--- config.mk ---
export PLATFORM = sky130hd
export DESIGN_NAME = word_scanner
export DESIGN_NICKNAME = d
export VERILOG_FILES = /design/src/rtl/word_scanner.sv
export SDC_FILE = /design/constraint.sdc
export NUM_CORES = 1
export LEC_CHECK = 0
export ABC_AREA = 0
export BUFFER_PORTS_ARGS = -buffer_cell sky130_fd_sc_hd__buf_2
export CAP_MARGIN = 20
export CORE_ASPECT_RATIO = 2
export CORE_MARGIN = 2
export CORE_UTILIZATION = 61
export DETAILED_ROUTE_END_ITERATION = 6
export PLACE_DENSITY = 0.8
export SKIP_CTS_REPAIR_TIMING = 1
export SLEW_MARGIN = 20
export SYNTH_ARGS = -nofsm -noshare
export SYNTH_HDL_FRONTEND = slang
export SYNTH_SLANG_ARGS = --single-unit
export TNS_END_PERCENT = 100
--- constraint.sdc ---
create_clock -name clk -period 2.85 [get_ports clk]
set_input_delay 0 -clock clk [delete_from_list [all_inputs] [get_ports clk]]
set_output_delay 0 -clock clk [all_outputs]
set_load 0.01 [all_outputs]
--- src/rtl/word_scanner.sv ---
// Splits a symbol stream into delimiter-terminated words and matches each against programmable patterns.
// Latency 1: match/match_valid/error pulse the cycle after the closing delimiter; no backpressure, bits_valid gates input.
module word_scanner #(
  parameter int               SYM_W     = 2,
  parameter int               MAX_LEN   = 8,
  parameter int               NUM_WORDS = 4,
  parameter logic [SYM_W-1:0] DELIM     = '0,
  parameter int               CNT_W     = 8,
  localparam int              WW        = (NUM_WORDS > 1) ? $clog2(NUM_WORDS) : 1,
  localparam int              PW        = (MAX_LEN > 1) ? $clog2(MAX_LEN) : 1,
  localparam int              LW        = $clog2(MAX_LEN + 1)
) (
  input  logic                 clk,
  input  logic                 reset,
  input  logic [SYM_W-1:0]     bits,
  input  logic                 bits_valid,
  input  logic                 cfg_we,
  input  logic [WW-1:0]        cfg_word,
  input  logic [PW-1:0]        cfg_pos,
  input  logic [SYM_W-1:0]     cfg_sym,
  input  logic [LW-1:0]        cfg_len,
  output logic [NUM_WORDS-1:0] match,
  output logic                 match_valid,
  output logic                 error,
  output logic [CNT_W-1:0]     word_count
);

  localparam logic [1:0] IDLE   = 2'd0;
  localparam logic [1:0] ACTIVE = 2'd1;
  localparam logic [1:0] REJECT = 2'd2;

  logic [1:0]           state_q, state_d;
  logic [LW-1:0]        pos_q, pos_d;
  logic [NUM_WORDS-1:0] alive_q, alive_d;
  logic [SYM_W-1:0]     pat_q [NUM_WORDS][MAX_LEN];
  logic [SYM_W-1:0]     pat_d [NUM_WORDS][MAX_LEN];
  logic [LW-1:0]        len_q [NUM_WORDS];
  logic [LW-1:0]        len_d [NUM_WORDS];
  logic [NUM_WORDS-1:0] match_q, match_d;
  logic                 match_valid_q, match_valid_d;
  logic                 error_q, error_d;
  logic [CNT_W-1:0]     cnt_q, cnt_d;

  logic                 cfg_ok;
  logic                 is_delim;
  logic [1:0]           st;
  logic [NUM_WORDS-1:0] m_c;

  assign cfg_ok   = cfg_we && (int'(cfg_word) < NUM_WORDS) && (int'(cfg_pos) < MAX_LEN);
  assign is_delim = (bits == DELIM);

  always_comb begin
    state_d       = state_q;
    pos_d         = pos_q;
    alive_d       = alive_q;
    pat_d         = pat_q;
    len_d         = len_q;
    cnt_d         = cnt_q;
    match_d       = '0;
    match_valid_d = 1'b0;
    error_d       = 1'b0;
    m_c           = '0;

    if (cfg_ok) begin
      pat_d[cfg_word][cfg_pos] = cfg_sym;
      len_d[cfg_word] = (int'(cfg_len) > MAX_LEN) ? LW'(MAX_LEN) : cfg_len;
    end

    // A write under an in-flight word poisons it; the symbol on that edge is then a REJECT symbol.
    st      = (cfg_ok && state_q == ACTIVE) ? REJECT : state_q;
    state_d = st;

    // In IDLE a write-coincident symbol has no word to belong to, so it is dropped.
    if (bits_valid && !(cfg_ok && state_q == IDLE)) begin
      case (st)
        IDLE: begin
          if (!is_delim) begin
            state_d = ACTIVE;
            pos_d   = LW'(1);
            for (int w = 0; w < NUM_WORDS; w++)
              alive_d[w] = (len_q[w] != '0) && (pat_q[w][0] == bits);
          end
        end
        ACTIVE: begin
          if (is_delim) begin
            for (int w = 0; w < NUM_WORDS; w++)
              m_c[w] = alive_q[w] && (pos_q == len_q[w]);
            match_d = m_c;
            if (|m_c) begin
              match_valid_d = 1'b1;
              if (cnt_q != '1) cnt_d = cnt_q + CNT_W'(1);
            end else begin
              error_d = 1'b1;
            end
            state_d = IDLE;
            pos_d   = '0;
            alive_d = '1;
          end else if (int'(pos_q) < MAX_LEN) begin
            for (int w = 0; w < NUM_WORDS; w++)
              alive_d[w] = alive_q[w] && (pos_q < len_q[w]) && (pat_q[w][pos_q[PW-1:0]] == bits);
            pos_d = pos_q + LW'(1);
          end else begin
            state_d = REJECT;
          end
        end
        default: begin
          if (is_delim) begin
            error_d = 1'b1;
            state_d = IDLE;
            pos_d   = '0;
            alive_d = '1;
          end
        end
      endcase
    end
  end

  always_ff @(posedge clk) begin
    if (reset) begin
      state_q       <= IDLE;
      pos_q         <= '0;
      alive_q       <= '1;
      match_q       <= '0;
      match_valid_q <= 1'b0;
      error_q       <= 1'b0;
      cnt_q         <= '0;
      for (int w = 0; w < NUM_WORDS; w++) begin
        len_q[w] <= '0;
        for (int p = 0; p < MAX_LEN; p++) pat_q[w][p] <= '0;
      end
    end else begin
      state_q       <= state_d;
      pos_q         <= pos_d;
      alive_q       <= alive_d;
      match_q       <= match_d;
      match_valid_q <= match_valid_d;
      error_q       <= error_d;
      cnt_q         <= cnt_d;
      len_q         <= len_d;
      pat_q         <= pat_d;
    end
  end

  assign match       = match_q;
  assign match_valid = match_valid_q;
  assign error       = error_q;
  assign word_count  = cnt_q;

endmodule

# Yosys cells after proc, flatten, opt, wreduce, memory -nomap -nowiden
# Index checks and enable logic that the tools add are counted.
# totals
output_inout_bits	14
inputBits	17
rom_bits	0
latchBits	0
n_memories	0
regBits	104
mem_bits_rw	0
# op_classes
multipliers	0
eq_ne	17
magnitude_cmp	11
add_sub_neg	2
muxes	43
bitwise	6
n_div	0
shift	0
n_reduce_logical	35
# op_table
cell	n
bitwise mux 64 bit	1
2-to-1 mux 4 bit	10
demux 16 bit (select 2 bit)	1
2-to-1 mux 2 bit	15
binary-select mux 2 bit (select 3 bit)	4
logical AND 1 bit	21
bitwise mux 16 bit	1
equality test 2 bit	8
equality test 4 bit	4
less-than comparator 4 bit	4
2-to-1 mux 16 bit	1
case mux 4 bit (2 select lines)	2
nonzero test 4 bit	4
adder 8 x 1 -> 8 bit, second input constant	1
demux 4 bit (select 2 bit)	1
>= comparator 4 bit, second input constant	2
inequality test 8 bit, second input constant	1
NOT 3 -> 4 bit	2
OR reduction 4 bit	2
demux 2 bit (select 3 bit)	1
zero test 2 bit	3
AND reduction 5 bit	1
adder 4 x 1 -> 4 bit, second input constant	1
equality test 2 x 1 -> 1 bit, second input constant	2
16 further kinds	21

# Longest topological paths before layout
# logic_depth
depth_word	9
ltp_mapped	10

# Least setup slack after synthesis
# OpenSTA, ideal clock, no wires.
# synth_path
path_kind	register -> register
from	reg pos_q[0]
to	reg cnt_q[7], in the netlist word_count[7]
period_less_slack_ns	2.198
path_stages_with_launch	10
setup_slack_ns	0.652
required_time_ns	2.729
arrival_ns	2.078
cell_sequence	dfxtp_1 buf_6 buf_8 inv_1 ha_1 and3_1 nand3_1 a41o_1 nor4_1 mux2_2
# synth_between
elab_chain_len	4
word_cells_on_any_way	10
cone_classes	4 x eq/ne; 6 x reduce/logical
# synth_lines
item	line_no	source
start, declared	33	logic [LW-1:0] pos_q, pos_d;
start signal, assigned	133	pos_q <= pos_d;
equality test 4 bit	87	m_c[w] = alive_q[w] && (pos_q == len_q[w]);
logical AND 1 bit	87	
OR reduction 4 bit *	89	if (|m_c) begin
AND reduction 5 bit (no line) *	-	
end signal, assigned	138	cnt_q <= cnt_d;
end, declared	42	logic [CNT_W-1:0] cnt_q, cnt_d;
# Every way passes the cells marked *; elsewhere a longest branch is shown, timed or not.
# A chain may end at the register's enable or synchronous reset.

# Worst setup path after layout
# layout_path
from	reg pos_q[2]
to	reg cnt_q[7], in the netlist word_count[7]
# The elaborated chain is that of the path after synthesis.

==> impl_results.md <==
* CTS H-tree depth at 3
* FMAX at ~420 MHz
* Setup tns final at 0 ps
* Fin Clk Skew at between 8 and 9 ps
* I/O pin count at 31
* Core Area at 0.00859 mm²
* Top delay family on crit path: flip-flops
* Pleak at 2.04 nW
* Synth top area share at 0.389
* Routed len/inst at 17.7 µm
* Number of global-route vias before repair at 4782
* Worst-path clk slew at around 70 ps
* Flops & latches, synth at around 100
* Final cycle utilization of the critical path at 0.840
* CTS Root Cell: clkbuf_16
* Final Hold Viols at 0
* Hold crit path type: input pin to register
* Syn avg cell area at roughly 8.0 µm²
* Final ANT Viol Nets at 0
* Actual slew at the worst max-slew pin at a little over 1000 ps
* Max-slew violation count at 0
* Die ar. at between 0.009 and 0.01 mm²
* Inserted Clock Buffers at 9
* Mapped Area at 0.00536 mm²
* Vias/cell at 6.35
* Grt total ovfl at 0
* Final GP Congestion at slightly above 0.9
* Drt drc at 0
* GRT Total Usage at 0.292
* Post-synthesis sequential area ratio at 0.389
* Die height at ~140 µm
* Routed WL at 13.7 mm
* Critical Path Start Type: register
* Area contributors post-synth: dfxtp_1 (39%), a21oi_1 (8.7%), nand2_1 (8.5%)
* CP Class: register to register
* Unrepaired setup endpoints after global routing: no
* Hold slack final at 12.0 ps
* Clock sink count at 104
* Post-synth EDFFs at 0
* Worst slew margin at 0.315
* IO Port Bufs at 30
* WP data required at approximately 3100 ps
* Synth Net Count at slightly above 700
* Ant. Diodes at 0
* Final Core Density at 0.674
* DP Worst Slack at a little over 500 ps
* Top_reg_cell synth: dfxtp_1
* CTS Buffer Depth at 2
* Max-Cap Viols at 0
* Tmin final at about 2400 ps
* Syn Inst Count at about 670
* Share of post-route cells with drive strength above 1 at 0.0951
* Row cnt at 48
* Count of cell types in the netlist at 52
* CTS tree: done
* Clk Latency, worst-skew pair at about 350 ps
* DR vias at slightly below 5000
* Starting Density at 0.624
* Final Setup Violations at 0
* Fillers at between 700 and 800
* CP arrival at ~2600 ps
* Area added between synthesis and finish at 7.99%
* Fin nets at 703
* First-pass GRT wire length at around 22 mm
* Cell Chain, Critical Path: buf_4 -> ha_1 -> nand3_1 -> a41o_1 -> nor4_1 -> mux2_2
* Fin worst setup slack at ~460 ps
* Yosys top cell by area: dfxtp_1
* Worst path bufs/invs at 1
* Status: complete, no violations
* Critical Path End Type: register
* Horiz. Die Dim at approximately 70 µm
* Slowest cell on crit path: dfxtp_1
* Yosys warnings at 0
* Total power at ~3.1 mW
* Max stage delay on crit path at ~570 ps
* Worst VDD drop at 0.437 mV
* Initial antenna violation count at 0
* 1st-iter DRT viols at between 200 and 300
* Crit path max fanout at 16
* Power per cell area at ~540 mW/mm²
* Asr flop ratio synth at 0
* DRT Pass-1 Iters at 5
* Largest net degree at the start of global routing at between 50 and 60
* DP HPWL at between 9 and 10 mm
cell usage after synthesis (5+ instances only):
cell and instances:
nor4_1 5, o21ai_0 41, clkbuf_1 40, or4_1 5
nand2_1 122, and3_1 7, nor2b_1 5, nor2_1 38
ha_1 18, a21oi_1 93, mux2i_1 25, dfxtp_1 104
a22oi_1 5, xor2_1 12, nor3_1 7, buf_2 6
nand2b_1 7, nor3b_1 7, nand3_1 41, inv_1 18
a31oi_1 6
cell usage in the layout, fill, tap and decap left out, drive strengths merged, types with 6 or more instances in the layout:
cell / instances
nor3: 8
a31oi: 6
inv: 18
nand2: 122
clkbuf: 10
xor2: 12
buf: 36
and3: 8
nor2: 39
dfxtp: 104
o21ai: 41
nor3b: 9
nand3: 41
nand2b: 7
mux2i: 25
ha: 18
a21oi: 93
mux4: 8
cell families after synthesis:
family,synth area share
mux,0.0852
buf+inv,0.0553
compound gates,0.171
xor+xnor,0.0196
simple gates,0.238
fa+ha+maj,0.0420
flops,0.389
layout make-up:
type,instances,area (µm²),share of cell area
Clock buffer,10,229,0.0396
Clock inverter,6,108,0.0186
Inverter,18,67.6,0.0117
Multi-Input combinational cell,499,2980,0.515
Sequential cell,104,2080,0.360
Tap cell,100,125,0.0216
Timing Repair Buffer,36,195,0.0337
sequential cells by signal (all words and copies together) (netlist names):
| register | count |
|---|---|
| match | 4 |
| state_q | 2 |
| len_q | 16 |
| pat_q | 64 |
| match_valid | 1 |
| pos_q | 4 |
| alive_q | 4 |
| error | 1 |
| word_count | 8 |
per-stage QoR:
step | instances | area (µm²)
3_3_place_gp | 757 | 5450
3_5_place_dp | 757 | 5450
5_1_grt | 773 | 5790
6_report | 773 | 5790
2_1_floorplan | 672 | 5360
4_1_cts | 773 | 5790
per-layer routing:
metal	up-vias	routed length [µm]	GRT usage
met4	0	981	0.213
li1	2344	-	-
met1	2323	4800	0.285
met3	62	581	0.0501
met2	180	7300	0.538
met5	-	0	0
worst reg2reg max path, cell delays in order, from the launching register on:
cell     delay (ps)
dfxtp_1         570
buf_4           240
ha_1            160
nand3_1         170
a41o_1          420
nor4_1          370
mux2_2          360
final timing paths:
path	startpoint	endpoint	slack (ps)	cells past startpoint
worst max-delay path	pos_q[2]	word_count[7]	460	6
worst min-delay path	cfg_len[3]	len_q[3]	10	3
worst max register to register	pos_q[2]	word_count[7]	460	6
worst min register to register	pat_q[27]	pat_q[27]	460	2
power by group:
group / switching [mW] / internal, mW / total [mW] / leakage (nW)
Sequential: 0.0180 / 1.47 / 1.49 / 0.840
Combinational: 0.182 / 0.0812 / 0.263 / 1.04
Clock: 0.535 / 0.856 / 1.39 / 0.162
No activity file was read; power rests on OpenSTA's default activity.
